--- config.mk ---
export PLATFORM = sky130hd
export DESIGN_NAME = irq_save_restore_ctrl
export DESIGN_NICKNAME = d
export VERILOG_FILES = /design/src/rtl/irq_save_restore_ctrl.sv
export SDC_FILE = /design/constraint.sdc
export NUM_CORES = 1
export LEC_CHECK = 0
export CORE_ASPECT_RATIO = 1.75
export CORE_MARGIN = 10
export CORE_UTILIZATION = 32
export DETAILED_ROUTE_END_ITERATION = 6
export GPL_TIMING_DRIVEN = 0
export PLACE_DENSITY = 0.76
export SETUP_SLACK_MARGIN = 0.1
export SLEW_MARGIN = 20
export SYNTH_ARGS = -nofsm -noshare
export SYNTH_HDL_FRONTEND = slang
export SYNTH_SLANG_ARGS = --single-unit
--- constraint.sdc ---
create_clock -name clk -period 1.79 [get_ports clk]
set_clock_uncertainty 0.15 [all_clocks]
set_input_delay 0.2685 -clock clk [delete_from_list [all_inputs] [get_ports clk]]
set_output_delay 0.2685 -clock clk [all_outputs]
set_load 0.01 [all_outputs]
--- src/rtl/irq_save_restore_ctrl.sv ---
// -----------------------------------------------------------------------------
// irq_save_restore_ctrl
//
// Sequential interrupt entry/exit controller for the register file's r12/r13
// save/restore path. External requests are edge-detected into a pending set,
// masked and prioritised (lowest index wins). Entry from IDLE drains the
// pipeline, writes the captured EX-stage PC to r12 and the flags to r13 through
// the normal write port, then redirects fetch to the selected vector. IRET
// inside the handler restores flags from r13 and returns to the PC held in r12.
//
// Ports:
//   clk                    system clock
//   rst_n                  asynchronous active-low reset
//   i_irq_req[N_IRQ]       level request lines (rising edge = new request)
//   i_irq_mask[N_IRQ]      1 = line enabled
//   i_pc_ex[32]            PC of the instruction in EX
//   i_flags_ex[2]          current flags
//   i_is_iret              IRET in EX this cycle
//   i_saved_pc[32]         register file r12 read data
//   i_saved_flags[32]      register file r13 read data
//   o_stall                freeze fetch/decode
//   o_flush                squash IF/ID/EX
//   o_wb_en                register file write enable
//   o_wb_addr[4]           write register index
//   o_wb_data[32]          write data
//   o_pc_redirect          load o_pc_target into PC
//   o_pc_target[32]        redirect address
//   o_flags_restore_valid  load o_flags_restore into flag register
//   o_flags_restore[2]     restored flags
//   o_irq_ack[N_IRQ]       one-hot acknowledge pulse
//   o_in_isr               handler executing
//   o_iret_err             IRET seen outside a handler
// -----------------------------------------------------------------------------
module irq_save_restore_ctrl #(
  parameter int          N_IRQ        = 4,
  parameter int          DRAIN_CYCLES = 2,
  parameter logic [31:0] VEC_BASE     = 32'd64,
  parameter logic [31:0] VEC_STRIDE   = 32'd4
) (
  input  logic             clk,
  input  logic             rst_n,
  input  logic [N_IRQ-1:0] i_irq_req,
  input  logic [N_IRQ-1:0] i_irq_mask,
  input  logic [31:0]      i_pc_ex,
  input  logic [1:0]       i_flags_ex,
  input  logic             i_is_iret,
  input  logic [31:0]      i_saved_pc,
  input  logic [31:0]      i_saved_flags,
  output logic             o_stall,
  output logic             o_flush,
  output logic             o_wb_en,
  output logic [3:0]       o_wb_addr,
  output logic [31:0]      o_wb_data,
  output logic             o_pc_redirect,
  output logic [31:0]      o_pc_target,
  output logic             o_flags_restore_valid,
  output logic [1:0]       o_flags_restore,
  output logic [N_IRQ-1:0] o_irq_ack,
  output logic             o_in_isr,
  output logic             o_iret_err
);

  // Index width stays at least 1 so a single-line build still elaborates.
  localparam int          IDX_W      = (N_IRQ > 1) ? $clog2(N_IRQ) : 1;
  localparam logic [3:0]  DRAIN_LOAD = 4'(DRAIN_CYCLES - 1);

  typedef enum logic [2:0] {
    S_IDLE       = 3'd0,
    S_FLUSH      = 3'd1,
    S_SAVE_PC    = 3'd2,
    S_SAVE_FLAGS = 3'd3,
    S_VECTOR     = 3'd4,
    S_IN_ISR     = 3'd5,
    S_RESTORE    = 3'd6,
    S_RETURN     = 3'd7
  } state_t;

  state_t             r_state;
  state_t             w_state_next;

  logic [N_IRQ-1:0]   r_prev_req;
  logic [N_IRQ-1:0]   r_pending;
  logic [31:0]        r_cap_pc;
  logic [1:0]         r_cap_flags;
  logic [IDX_W-1:0]   r_idx;
  logic [3:0]         r_drain_cnt;
  logic               r_iret_err;

  logic [N_IRQ-1:0]   w_rise;
  logic [N_IRQ-1:0]   w_eligible;
  logic [N_IRQ-1:0]   w_ack;
  logic [IDX_W-1:0]   w_win_idx;
  logic               w_take;
  logic               w_unused_flags;

  // Only the low two bits of r13 carry flags.
  assign w_unused_flags = ^i_saved_flags[31:2];

  assign w_rise     = i_irq_req & ~r_prev_req;
  assign w_eligible = r_pending & i_irq_mask;

  // Entry is refused in a cycle where IRET is also present in EX.
  assign w_take = (r_state == S_IDLE) && (w_eligible != '0) && !i_is_iret;

  // Priority encoder: scanning downwards leaves the lowest set index.
  always_comb begin
    w_win_idx = '0;
    for (int i = N_IRQ - 1; i >= 0; i--) begin
      if (w_eligible[i]) begin
        w_win_idx = IDX_W'(i);
      end
    end
  end

  // One-hot acknowledge; the same pulse clears the serviced pending bit.
  genvar gi;
  generate
    for (gi = 0; gi < N_IRQ; gi++) begin : g_ack
      assign w_ack[gi] = (r_state == S_VECTOR) && (r_idx == IDX_W'(gi));
    end
  endgenerate

  // ---------------------------------------------------------------------------
  // State register
  // ---------------------------------------------------------------------------
  always_ff @(posedge clk or negedge rst_n) begin
    if (!rst_n) begin
      r_state <= S_IDLE;
    end else begin
      r_state <= w_state_next;
    end
  end

  // ---------------------------------------------------------------------------
  // Datapath registers: edge detect, pending set, capture, drain counter
  // ---------------------------------------------------------------------------
  always_ff @(posedge clk or negedge rst_n) begin
    if (!rst_n) begin
      r_prev_req  <= '0;
      r_pending   <= '0;
      r_cap_pc    <= '0;
      r_cap_flags <= '0;
      r_idx       <= '0;
      r_drain_cnt <= '0;
      r_iret_err  <= 1'b0;
    end else begin
      r_prev_req <= i_irq_req;
      // Set is applied after clear so a fresh edge coinciding with the
      // acknowledge keeps the bit pending.
      r_pending  <= (r_pending & ~w_ack) | w_rise;
      r_iret_err <= (r_state == S_IDLE) && i_is_iret;

      if (w_take) begin
        r_cap_pc    <= i_pc_ex;
        r_cap_flags <= i_flags_ex;
        r_idx       <= w_win_idx;
        r_drain_cnt <= DRAIN_LOAD;
      end else if ((r_state == S_FLUSH) && (r_drain_cnt != 4'd0)) begin
        r_drain_cnt <= r_drain_cnt - 4'd1;
      end
    end
  end

  // ---------------------------------------------------------------------------
  // Next state and Moore output decode
  // ---------------------------------------------------------------------------
  always_comb begin
    w_state_next          = r_state;
    o_stall               = 1'b0;
    o_flush               = 1'b0;
    o_wb_en               = 1'b0;
    o_wb_addr             = 4'd0;
    o_wb_data             = 32'd0;
    o_pc_redirect         = 1'b0;
    o_pc_target           = 32'd0;
    o_flags_restore_valid = 1'b0;
    o_flags_restore       = 2'b00;
    o_in_isr              = 1'b0;

    unique case (r_state)
      S_IDLE: begin
        if (w_take) begin
          w_state_next = S_FLUSH;
        end
      end
      S_FLUSH: begin
        o_stall = 1'b1;
        o_flush = 1'b1;
        // Counter was loaded with DRAIN_CYCLES-1, so exit on zero gives
        // exactly DRAIN_CYCLES flush cycles.
        if (r_drain_cnt == 4'd0) begin
          w_state_next = S_SAVE_PC;
        end
      end
      S_SAVE_PC: begin
        o_stall      = 1'b1;
        o_wb_en      = 1'b1;
        o_wb_addr    = 4'd12;
        o_wb_data    = r_cap_pc;
        w_state_next = S_SAVE_FLAGS;
      end
      S_SAVE_FLAGS: begin
        o_stall      = 1'b1;
        o_wb_en      = 1'b1;
        o_wb_addr    = 4'd13;
        o_wb_data    = {30'd0, r_cap_flags};
        w_state_next = S_VECTOR;
      end
      S_VECTOR: begin
        o_stall       = 1'b1;
        o_pc_redirect = 1'b1;
        o_pc_target   = VEC_BASE + (32'(r_idx) * VEC_STRIDE);
        w_state_next  = S_IN_ISR;
      end
      S_IN_ISR: begin
        // No nesting: new edges only accumulate in the pending set.
        o_in_isr = 1'b1;
        if (i_is_iret) begin
          w_state_next = S_RESTORE;
        end
      end
      S_RESTORE: begin
        o_stall               = 1'b1;
        o_flush               = 1'b1;
        o_flags_restore_valid = 1'b1;
        o_flags_restore       = i_saved_flags[1:0];
        w_state_next          = S_RETURN;
      end
      S_RETURN: begin
        // Always passes through IDLE; no tail-chaining into FLUSH.
        o_stall       = 1'b1;
        o_pc_redirect = 1'b1;
        o_pc_target   = i_saved_pc;
        w_state_next  = S_IDLE;
      end
      default: begin
        w_state_next = S_IDLE;
      end
    endcase
  end

  assign o_irq_ack  = w_ack;
  assign o_iret_err = r_iret_err;

endmodule

# Word level (Yosys, flattened, before mapping)
# Index checks and enable logic that the tools add are counted.
[op_classes] magnitude_cmp=0 mul=0 reduce_logical=20 shifts=0 add_sub_neg=2 n_bitwise=6 eq_ne=13 n_div=0 n_mux=20
[ops] cell="$pmux W32 S2" n=2
[ops] cell="$pmux W3 S8" n=1
[ops] cell="$and A4 B4 Y4" n=3
[ops] cell="$eq A3 B3 Y1 const B" n=4
[ops] cell="$mux W2" n=5
[ops] cell="$mux W3" n=3
[ops] cell="$add A7 B4 Y8 const A" n=1
[ops] cell="$logic_and A1 B1 Y1" n=8
[ops] cell="$mux W4" n=2
[ops] cell="$not A4 Y4" n=2
[ops] cell="$pmux W4 S2" n=1
[ops] cell="$reduce_bool A4 Y1" n=2
[ops] cell="$eq A3 B2 Y1 const B" n=2
[ops] cell="$mux W1" n=6
[ops] cell="$reduce_or A2 Y1" n=3
[ops] cell="$reduce_or A6 Y1" n=1
[ops] cell="$eq A2 B2 Y1 const B" n=2
[ops] cell="$logic_not A4 Y1" n=1
[ops] cell="$ne A2 B2 Y1 const B" n=2
[ops] cell="$or A4 B4 Y4" n=1
[ops] cell="$sub A4 B1 Y4 const B" n=1
[ops] cell="$eq A3 B1 Y1 const B" n=1
[ops] cell="$logic_not A3 Y1" n=1
[ops] cell="$reduce_and A3 Y1" n=1
[ops] cell="other kinds (5)" n=5
[totals] register_bits=52 out_inout_bits=81 mem_bits_ro=0 memories=0 latch_bits=0 mem_bits_rw=0 elab_cells=69

# Longest topological paths before layout
[depth] word_depth=6 mapped_depth=6 ltp_nobuf=6

# Worst setup path after synthesis
# No wires, ideal clock.
[synth_timing] path_type="register to register" startpoint="reg r_state[1]" endpoint="reg r_cap_pc[22]" setup_time_ns=0.127 slack_ns=-0.052 required_ns=1.513 synth_period_minus_slack_ns=1.842 stages_incl_launch_ff=7 arrival_time_ns=1.565 path_buffers=3 cell_sequence="dfrtp_1 -> buf_2 -> nor4_2 -> nor2b_2 -> buf_6 -> buf_6 -> mux2_1"
[synth_via] elab_chain_cells=3
[synth_rtl] item="start: declaration" line="78" text="state_t r_state;"
[synth_rtl] item="start signal: assignment" line="130" text="r_state <= w_state_next;"
[synth_rtl] item="$logic_not A3 Y1" line="103" text="assign w_take = (r_state == S_IDLE) && (w_eligible != '0) && !i_is_iret;"
[synth_rtl] item="$logic_and A1 B1 Y1 (2 in a row)" line="103"
[synth_rtl] item="end signal: assignment" line="154" text="r_cap_pc <= i_pc_ex;"
[synth_rtl] item="end: declaration" line="83" text="logic [31:0] r_cap_pc;"
# No other way between the ends.
# A chain may end at the register's enable or synchronous reset.

# Worst setup path in the final report
[layout_timing] startpoint="reg r_state[0]" endpoint="out o_pc_target[29]"
[layout_via] elab_chain_cells=2 word_cells_on_any_way=3 classes_between="2 x eq/ne; 1 x mux"
[layout_rtl] item="$eq A3 B3 Y1" line="180" text="unique case (r_state)"
[layout_rtl] item="$pmux W32 S2 *" line="180"
[layout_rtl] item="end: declaration" line="55" text="output logic [31:0] o_pc_target,"
# Mark *: on every way between the ends. The rest lies on a longest branch, timed or not.

==> run_results.csv <==
group,metric,value,unit
outcome,outcome,"complete, but fails checks",
outcome,violations,"negative setup slack",
global_route,grt.overflow.total,0,
sta,setup_slack,-0.2633,ns
global_route,grt_start_max_net_pins,53,
power,leakage,0.002657,uW
clock_network,clk-insertion-delay-late,0.29,ns
route,viasPerCell,4.746,
die,coreArea,8313,sq um
sta,slew_viol_final,0,
layout,final_cell_count_no_fill,586,
clock_network,cts_num_sinks,52,
power,pwr_density_cell,1365,nW/um^2
sta,slew_headroom,54.30,%
global_route,antenna_found_initial,0,
placement,dp_cells,527,
die,pin_count,190,
route,via_count,2781,
sta,fmax,0.4870,GHz
die,die_h,141.8,microns
placement,gp_congestion,0.8349,
sta,post-route-min-period,2.053,ns
critical_path,rr_endpoint,"r_drain_cnt[1]",
clock_network,cts_buffer_depth,2,
min_path,hold_depth,1,
clock_network,cts.reportedPaths.clkPinSlew,0.06,ns
critical_path,path_class,"register to output port",
sta,worst_pin_slew,0.6855,ns
synth,ys_ff_latch,52,
route,drtIter0Drc,93,
critical_path,worstPathCellList,"buf_6 > and3_4 > buf_8 > buf_6 > and2_4 > buf_6",
die,initial_core_util,32.63,%
synth,syn_area,2713,sq um
power,finalPower,7742,uW
synth,ys_seq_area_share,47.97,%
critical_path,rr_worst_depth,6,
route,routed_wl,11970,microns
sta,rsz0062_at_grt,"true",
flow_run,cap_violations,0,
route,drt-pass1-iter-count,4,
route,detail-route-antenna-nets,0,
critical_path,cpMostUsedCell,"buf_6",
placement,placed_area,4483,sq um
die,die_width,89.60,microns
critical_path,ff2ff_setup_slack,-0.26,ns
clock_network,cts_tree,"done",
die,design.die.area,12700,sq um
critical_path,path_max_fanout,6,
critical_path,critPathLaunchType,"register",
route,drc,0,
critical_path,reg2reg_from,"r_drain_cnt[0]",
synth,synth_edf_count,0,
sta,min_period_over_period,114.7,%
global_route,grt_pass1_vias,3008,
layout,num_antenna_cells,0,
critical_path,arrival,1.63,ns
power,ir_drop,0.9923,mV
layout,final_layout_size_suffix_gt1_share,54.35,%
critical_path,slowest_stage,"dfrtp_2",
synth,ys_async_sr_fraction,100.0,%
die,row_count,44,
synth,synth_nets,365,
layout,fin_nets,581,
layout,fin_area,5672,sq um
clock_network,cts_buffers,5,
clock_network,clockRootBuffer,"clkbuf_16",
layout,area_growth,109.1,%
synth,ys_types,37,
global_route,grt_usage,16.26,%
placement,io_buffers,158,
critical_path,crit_required,1.37,ns
layout,fin_util,68.23,%
min_path,min_from,"r_prev_req[3]",
layout,nFillCells,581,
sta,final-hold-violation-count,0,
route,wire_per_inst,20.42,microns
synth,yosys_most_used_dff,"dfrtp_1",
min_path,min_path_type,"register to register",
synth,ys_warn_count,0,
placement,dp_hpwl,7634,microns
min_path,hold_end,"r_pending[3]",
clock_network,htreeDepth,2,
critical_path,max_stage_delay,0.45,ns
sta,setup_viol,118,
global_route,grt_first_pass_wirelength,15720,microns
synth,postSynthCellCount,254,
critical_path,worstSetupEndpointType,"output port",
synth,postSynthAreaPerCell,10.68,sq um
[timing repair]
item | 4_1_cts | 5_1_grt
setup buffers | 30 | 15
hold buffers | 1 | 0
resized for setup | 498 | 92
gates cloned | 7 | 0
endpoints found under the setup margin | 121 | 119
hold endpoints to repair | 52 | 0
pin swaps | 55 | 20
[final cells by class]
cell class | count | area, sq um | area share, %
Tap cell | 115 | 143.9 | 2.537
Inverter | 12 | 47.55 | 0.8383
Clock buffer | 8 | 146.4 | 2.581
Timing Repair Buffer | 210 | 2150 | 37.90
Multi-Input combinational cell | 172 | 1629 | 28.72
Sequential cell | 52 | 1304 | 22.99
Buffer | 17 | 251.5 | 4.434
[layer usage]
metal | up-vias | track usage (%) | wire (microns)
met5 | - | 0 | 0
met2 | 153 | 32.10 | 6531
met1 | 1333 | 14.08 | 3763
met4 | 0 | 5.724 | 455
met3 | 26 | 5.447 | 1217
li1 | 1269 | - | -
[metrics by stage]
stage               setup slack (ns)  TNS [ns]  hold WS, ns
global route                 -0.3828    -27.81       0.3029
finish                       -0.2633    -22.71       0.2834
detailed placement           -0.8113    -56.87       0.2028
floorplan                    0.02087         0      -0.1771
CTS                          -0.2637    -17.62       0.2863
global placement              -1.265   -122.94       0.2643
[cells in the mapped netlist (2+ instances only)]
master / instances / area (sq um)
clkbuf_1: 9 / 33.78
nand2b_1: 6 / 37.54
nor4_1: 2 / 12.51
nor3_1: 2 / 10.01
xnor2_1: 2 / 17.52
ha_1: 2 / 25.02
mux2i_1: 3 / 30.03
dfrtp_1: 52 / 1301
nor2b_1: 2 / 12.51
buf_2: 2 / 10.01
o21ai_0: 2 / 10.01
nor3b_1: 5 / 37.54
buf_6: 2 / 22.52
mux2_1: 35 / 394.1
nor2_1: 11 / 41.29
o22ai_1: 3 / 18.77
inv_1: 12 / 45.04
nand2_1: 5 / 18.77
o21a_1: 2 / 15.01
and3_1: 4 / 25.02
a22o_1: 2 / 17.52
buf_4: 5 / 37.54
a21oi_1: 8 / 40.04
and2_1: 63 / 394.1
[sequential cells by signal (all words and copies together), names as in the netlist]
| name | cells |
|---|---|
| r_prev_req | 4 |
| r_cap_flags | 2 |
| r_idx | 2 |
| r_cap_pc | 32 |
| r_state | 3 |
| r_pending | 4 |
| o_iret_err | 1 |
| r_drain_cnt | 4 |
[layout by cell type, fill, tap and decap left out, types with 4 or more instances in the layout]
master           count
mux2_1              22
dfrtp_1             50
buf_4               23
and2_4              60
nand2b_1             4
clkdlybuf4s50_1     78
buf_8               18
a21oi_1              8
mux2_4              13
inv_1               11
nor2_1               7
buf_2               11
clkbuf_16            6
buf_6               93
[report_power, final]
part	internal, uW	switching (uW)	leakage (uW)
sequential	1710	388	0.000618
combinational	2800	1890	0.00197
clock	558	398	0.0000712
total	5070	2670	0.00266
[critical path: cells and delay by family, from the launching register on]
family	cells	cell delay, ns
and+or+nand+nor	2	0.38
DFF	1	0.45
buffers and inverters	4	0.51
[logic make-up (layout without fill, tap and decap cells)]
family / Yosys count / count (layout) / synth area share [%]
other: 1 / 1 / 0.1382
AO/OA/AOI/OAI: 22 / 22 / 5.167
buffers and inverters: 30 / 247 / 5.489
AND/OR/NAND/NOR: 106 / 106 / 23.62
adder cells (fa/ha/maj): 2 / 2 / 0.9224
multiplexers: 39 / 39 / 16.05
flip-flops: 52 / 52 / 47.97
XOR/XNOR: 2 / 2 / 0.6459
[worst max path at each step]
stage	cells after the start	from	slack [ns]	endpoint
finish	6	r_state[0]	-0.26	o_pc_target[29]
CTS	6	r_state[0]	-0.26	o_wb_data[28]
global route	6	r_drain_cnt[0]	-0.38	r_drain_cnt[1]
global placement	1	rst_n	-1.26	r_cap_pc[9]
detailed placement	5	r_state[2]	-0.81	o_wb_data[13]
floorplan	5	r_state[2]	0.02	r_cap_pc[22]
(Power assumes the default switching activity.)
==> RTL change 1, RTL diff (same settings) <==
`r_pending` no longer has a reset.
--- a/src/rtl/irq_save_restore_ctrl.sv
+++ b/src/rtl/irq_save_restore_ctrl.sv
@@ -137,7 +137,6 @@
   always_ff @(posedge clk or negedge rst_n) begin
     if (!rst_n) begin
       r_prev_req  <= '0;
-      r_pending   <= '0;
       r_cap_pc    <= '0;
       r_cap_flags <= '0;
       r_idx       <= '0;
@@ -147,7 +146,6 @@
       r_prev_req <= i_irq_req;
       // Set is applied after clear so a fresh edge coinciding with the
       // acknowledge keeps the bit pending.
-      r_pending  <= (r_pending & ~w_ack) | w_rise;
       r_iret_err <= (r_state == S_IDLE) && i_is_iret;
 
       if (w_take) begin
@@ -159,6 +157,10 @@
         r_drain_cnt <= r_drain_cnt - 4'd1;
       end
     end
+  end
+
+  always_ff @(posedge clk) begin
+    r_pending <= (r_pending & ~w_ack) | w_rise;
   end
 
   // ---------------------------------------------------------------------------
Function: changed (Yosys sat finds a counterexample within 4 cycles, from zero or initial values and one cycle with rst_n low).
==> RTL change 1 against the unedited design <==
The flow still finishes with violations (negative setup slack). Wire length fell by 5.1%. Hold slack improved by 0.0019 ns. Setup slack got worse by 0.020 ns. First-iteration DRC count fell by 14%. Area after synthesis fell by 0.74%. Design area fell by 0.68%. Synthesized cell count did not move. Core utilization barely moved. Total power fell by 0.64%. Sequential cell count did not move. Combinational power fell by 1%. Die area fell by 0.61%. Largest cell class unchanged. Largest power group unchanged.
==> RTL change 1: results (changes against the unedited design) <==
Run status
  • Outcome: finished with violations
  • Violated checks: negative setup slack

Clock network
  • CTS H-Tree Depth: 2 (unchanged)
  • CTS clk-pin slew, worst paths: 0.06 ns (about the same)
  • Clock root cell: clkbuf_16
  • Num CTS Buffers: 5 (unchanged)

Worst setup path
  • Reg2reg start: r_state[2]
  • Crit path largest cell delay: 0.47 ns (+0.02 ns)
  • CP max-delay cell: dfrtp_2
  • CP Capture Point: o_wb_data[2]
  • Delay-heaviest family, CP: buffers and inverters
  • Setup crit start: r_state[0]
  • Worst r2r dst: r_cap_pc[27]
  • Flop-to-flop setup slack: -0.27 ns
  • Critical Path AT: 1.65 ns (+0.02 ns)
  • Critical-path maximum fanout: 6 (unchanged)

Yosys
  • Unique cell type count in the Yosys netlist: 38 (+2.7%)
  • Largest cells by area after synthesis: dfrtp_1 (45%), and2_1 (15%), mux2_1 (15%), dfxtp_1 (3.0%), inv_1 (1.7%)
  • Post-synth ARST share: 92.3% (-7.7 points)
  • Count of warnings emitted by yosys: 0 (unchanged)
  • Sequential area share after synthesis: 47.6% (-0.39 points)
  • Synth cell count leaders: and2_1 (63), dfrtp_1 (48), mux2_1 (35)

Final layout
  • Largest Register: r_cap_pc
  • Antenna cells: 0 (unchanged)
  • Nets: 577 (-0.69%)
  • Fillcell total: 596 (+2.6%)
  • Largest register FFs: 32 (unchanged)
  • Final design utilization: 68.2% (about the same)
  • Share of post-route cells with drive strength above 1: 53.5% (-0.82 points)

GRT
  • Met1 usage: 13.8% (-0.31 points)
  • Gr usage total: 16.1% (-0.12 points)
  • Global routing met2 resource utilization: 31.5% (-0.56 points)
  • First-pass GRT wire length: 15600 um (-0.48%)
  • Met3 usage: 6.19% (+0.75 points)
  • Largest net degree at the start of global routing: 49 (-7.5%)
  • Vias in the first global route: 2979 (-0.96%)

Place
  • Global placement routability congestion: 0.795 (-4.8%)
  • Post-detail-place hpwl: 7490 um (-1.9%)
  • DP Area: 0.00443 mm^2 (-1.1%)

Power
  • Worst vdd ir: 772 uV (-22%)
  • Leakage: 2.68 nW (+0.98%)
  • Switching pwr: 0.00256 W (-4.1%)

Drt
  • Iter 0 DRT Violations: 80 (-14%)
  • Detailed-route via count: 2700 (-2.9%)
  • DR WL/cell: 20.3 um (-0.52%)
  • DRT Pass-1 Iters: 4 (unchanged)

Timing
  • Worst Max-Slew Pin Slew: 0.636 ns (-0.0493 ns)
  • Setup WS post-layout: -0.283 ns (-0.0201 ns)
  • Final setup vio count: 118 (unchanged)
==> RTL change 1: cell types whose count changed in the layout (fill, tap and decap cells not counted), sizes merged <==
cell | before | now
buf | 147 | 136
clkbuf | 9 | 16
dfrtp | 52 | 48
dfxtp | 0 | 4
==> RTL change 1: per-stage QoR <==
stage	TNS (ns)	setup WS [ns]	power (W)	instances
finish	-24.95	-0.283	0.00769	559
global route	-31.64	-0.347	0.00814	559
CTS	-20.70	-0.289	0.00704	550
detailed placement	-57.85	-0.852	0.00484	504
global placement	-112.17	-1.16	0.00475	504
floorplan	0	0.0209	0.00353	254
==> RTL change 1: how the worst min path moves through the flow <==
stage	start	cells past startpoint	slack (ns)	end
2_1_floorplan	rst_n	0	-0.18	o_iret_err
3_3_place_gp	r_prev_req[2]	1	0.27	r_pending[2]
3_5_place_dp	rst_n	1	0.19	r_cap_pc[9]
4_1_cts	r_prev_req[3]	1	0.28	r_pending[3]
5_1_grt	i_irq_req[3]	1	0.29	r_prev_req[3]
6_report	r_prev_req[3]	1	0.29	r_pending[3]
==> RTL change 1: power by group through the flow <==
| stage | combinational (W) | clock (W) | sequential (W) |
|---|---|---|---|
| 2_1_floorplan | 0.00160 | 0 | 0.00193 |
| 3_3_place_gp | 0.00275 | 0 | 0.00200 |
| 3_5_place_dp | 0.00281 | 0 | 0.00203 |
| 4_1_cts | 0.00399 | 0.00101 | 0.00205 |
| 5_1_grt | 0.00493 | 0.00105 | 0.00215 |
| 6_report | 0.00463 | 0.000977 | 0.00208 |
==> RTL change 1: layout make-up <==
| class | instances | area [um^2] | area share [%] |
|---|---|---|---|
| Buffer | 17 | 262 | 4.64 |
| Clock buffer | 8 | 146 | 2.60 |
| Inverter | 12 | 47.5 | 0.844 |
| Multi-Input combinational cell | 172 | 1620 | 28.8 |
| Sequential cell | 52 | 1280 | 22.8 |
| Tap cell | 92 | 115 | 2.04 |
| Timing Repair Buffer | 206 | 2150 | 38.2 |
==> RTL change 1: timing repair <==
action	CTS	global route
endpoints found under the setup margin	121	120
buffers inserted	29	8
endpoints found under the hold margin	48	0
hold buffers	1	0
resized for setup	483	91
cloned	9	2
pin swaps	43	30
==> RTL change 1: kinds of logic after synthesis <==
kind of cell	share of synthesized area, %
DFF	47.6
buffers and inverters	5.53
AOI/OAI and AO/OA	5.21
muxes	16.2
other	0.139
and+or+nand+nor	23.8
xor gates and xnor gates	0.651
adders and majority gates	0.929
==> RTL change 1: layer usage <==
| layer | share of wire [%] | up-vias |
|---|---|---|
| met5 | 0 | - |
| met4 | 2.5 | 0 |
| li1 | - | 1259 |
| met2 | 56 | 129 |
| met3 | 10 | 17 |
| met1 | 31 | 1295 |
==> RTL change 2, RTL diff (same settings) <==
Without the edit above. Set the parameter `N_IRQ` to 8 (it was 4).
--- a/src/rtl/irq_save_restore_ctrl.sv
+++ b/src/rtl/irq_save_restore_ctrl.sv
@@ -32,7 +32,7 @@
 //   o_iret_err             IRET seen outside a handler
 // -----------------------------------------------------------------------------
 module irq_save_restore_ctrl #(
-  parameter int          N_IRQ        = 4,
+  parameter int          N_IRQ        = 8,
   parameter int          DRAIN_CYCLES = 2,
   parameter logic [31:0] VEC_BASE     = 32'd64,
   parameter logic [31:0] VEC_STRIDE   = 32'd4
Interface: changed (resized i_irq_mask, i_irq_req and o_irq_ack); port bits go from 190 to 202. No check against the original RTL was run, so the function may have changed too.
==> RTL change 2 against the unedited design <==
The run still ends with negative setup slack left. Die area rose by 12%. Core utilization fell by 3.5 points. Critical endpoint is now o_wb_data[1]. Critical path type unchanged. Sequential cell count rose by 9. Total power rose by 7.0%. Area after synthesis rose by 15%. Wire length rose by 0.99%. Setup slack got worse by 0.020 ns. Design area rose by 8.6%.
==> RTL change 2: results (changes against the unedited design) <==
Clock network
  • Num CTS Buffers: 9 (+4)
  • CTS H-Tree Depth: 3 (+1)
  • Clock root cell: clkbuf_16
  • CTS clk-pin slew, worst paths: 0.05 ns
  • Clock latency on the worst-skew pair: 0.32 ns (+0.03 ns)

GRT
  • Met3 usage: 7.63% (+2.2 points)
  • Global routing met2 resource utilization: 29.2% (-2.9 points)
  • Initial antenna violation count: 0 (unchanged)
  • Largest net degree at the start of global routing: 33 (-38%)
  • Gr usage total: 16.0% (-0.28 points)
  • Met1 usage: 15.2% (+1.1 points)
  • First-pass GRT wire length: 17800 um (+13%)
  • Vias in the first global route: 3344 (+11%)

Run status
  • Violated checks: negative setup slack
  • Outcome: finished with violations

Timing
  • Setup WS post-layout: -0.284 ns (-0.0203 ns)
  • Final setup vio count: 119 (+0.85%)

Yosys
  • Largest cells by area after synthesis: dfrtp_1 (49%), and2_1 (12%), mux2_4 (7.7%), mux2_2 (6.5%), o21ai_0 (2.6%)
  • Synthesized Nets: 412 (+13%)
  • Gate Count Post-Synth: 293 (+15%)
  • Sequential area share after synthesis: 48.9% (+0.93 points)
  • Dominant synthesized flop cell: dfrtp_1
  • Synth cell count leaders: and2_1 (62), dfrtp_1 (61), mux2_2 (18)
  • Count of warnings emitted by yosys: 0 (unchanged)
  • Unique cell type count in the Yosys netlist: 37 (unchanged)

Drt
  • DRT Pass-1 Iters: 4 (unchanged)
  • DR WL/cell: 18.4 um (-10%)
  • Routed WL: 12100 um (+0.99%)
  • Detailed-route via count: 3095 (+11%)
  • Iter 0 DRT Violations: 110 (+18%)

Worst hold path
  • Hold WC Path Type: in2async

Power
  • Worst vdd ir: 827 uV (-17%)
  • Leakage: 2.95 nW (+11%)

Place
  • Port bufs: 170 (+7.6%)
  • Global placement routability congestion: 0.867 (+3.8%)
  • Placed Cells: 586 (+11%)
  • Post-detail-place hpwl: 8670 um (+14%)

Worst setup path
  • Worst r2r dst: r_cap_pc[17]
  • Cells on worst reg2reg path: 7 (+1)
  • Critical Path AT: 1.66 ns (+0.03 ns)
  • Critical-path maximum fanout: 6 (unchanged)
  • Reg2reg start: r_state[0]
  • Setup crit start: r_state[0]

Final layout
  • Nets: 650 (+12%)
  • Share of post-route cells with drive strength above 1: 52.1% (-2.3 points)
## RTL change 2: changes by cell type after synthesis, moves of 4 or more
cell,before,now
a22oi_1,0,6
dfrtp_1,52,61
inv_1,12,16
mux2_1,35,0
mux2_2,1,18
mux2_4,0,16
nand2_1,5,17
nand3_1,1,6
nor3b_1,5,1
o21ai_0,2,16
## RTL change 2: worst max-delay path by stage
stage | slack (ns) | depth (start not counted) | endpoint
after CTS | -0.32 | 7 | o_pc_target[29]
after floorplan | -0.02 | 5 | r_cap_flags[1]
final | -0.28 | 7 | o_wb_data[1]
after detailed placement | -0.73 | 6 | o_wb_data[30]
after global routing | -0.34 | 6 | o_wb_data[17]
after global placement | -1.70 | 1 | r_state[1]
## RTL change 2: layout make-up
cell class              instances  area (um^2)
plain buffers                  16          213
clock buffers                  10          239
clock inverters                 6         62.6
fillers                       737         3360
inverters                      16         67.6
multi-input cells             199         1730
flip-flops and latches         61         1530
well taps                     122          153
repair buffers                228         2170
## RTL change 2: report_power, final
group          internal (W)  leakage (nW)  switching, W
clock               0.00111         0.140      0.000617
sequential          0.00195         0.705      0.000396
combinational       0.00253          2.10       0.00168
## RTL change 2: cell families (layout without fill, tap and decap cells)
logic type | Yosys count | in the layout | share of synthesized area (%)
other | 1 | 1 | 0.120
DFF | 61 | 61 | 48.9
and+or+nand+nor | 117 | 117 | 21.2
xor gates and xnor gates | 4 | 4 | 1.12
AOI/OAI and AO/OA | 38 | 38 | 7.34
adders and majority gates | 2 | 2 | 0.801
buffers and inverters | 33 | 276 | 5.37
muxes | 37 | 37 | 15.2
## RTL change 2: metal layers
metal | share of wire, % | vias up
li1 | - | 1448
met2 | 55 | 142
met4 | 0.90 | 0
met5 | 0 | -
met1 | 34 | 1495
met3 | 9.8 | 10
## RTL change 2: metrics by stage
step	TNS [ns]	total power [W]	hold WS, ns	setup slack (ns)	cell area (um^2)
finish	-21.27	0.00829	0.260	-0.284	6160
global route	-29.29	0.00875	0.247	-0.338	6160
floorplan	-0.209	0.00392	-0.177	-0.0155	3140
global placement	-167.41	0.00500	0.254	-1.70	5000
CTS	-18.70	0.00776	0.250	-0.316	5710
detailed placement	-65.91	0.00513	0.0727	-0.734	5010
## RTL change 2: repair_timing
item                                    CTS  global route
hold endpoints to repair                 29             0
endpoints found under the setup margin  132           125
cloned                                    3             1
buffers inserted                         41            17
gates resized for setup                 426           106
pin swaps                                25            39
hold buffers                              1             0
## RTL change 2: worst max-delay path: stages, from the launching register on
cell	delay, ns
dfrtp_2	0.46
buf_12	0.15
clkbuf_8	0.14
buf_6	0.11
buf_6	0.12
mux2i_1	0.11
nor2_1	0.09
buf_2	0.14
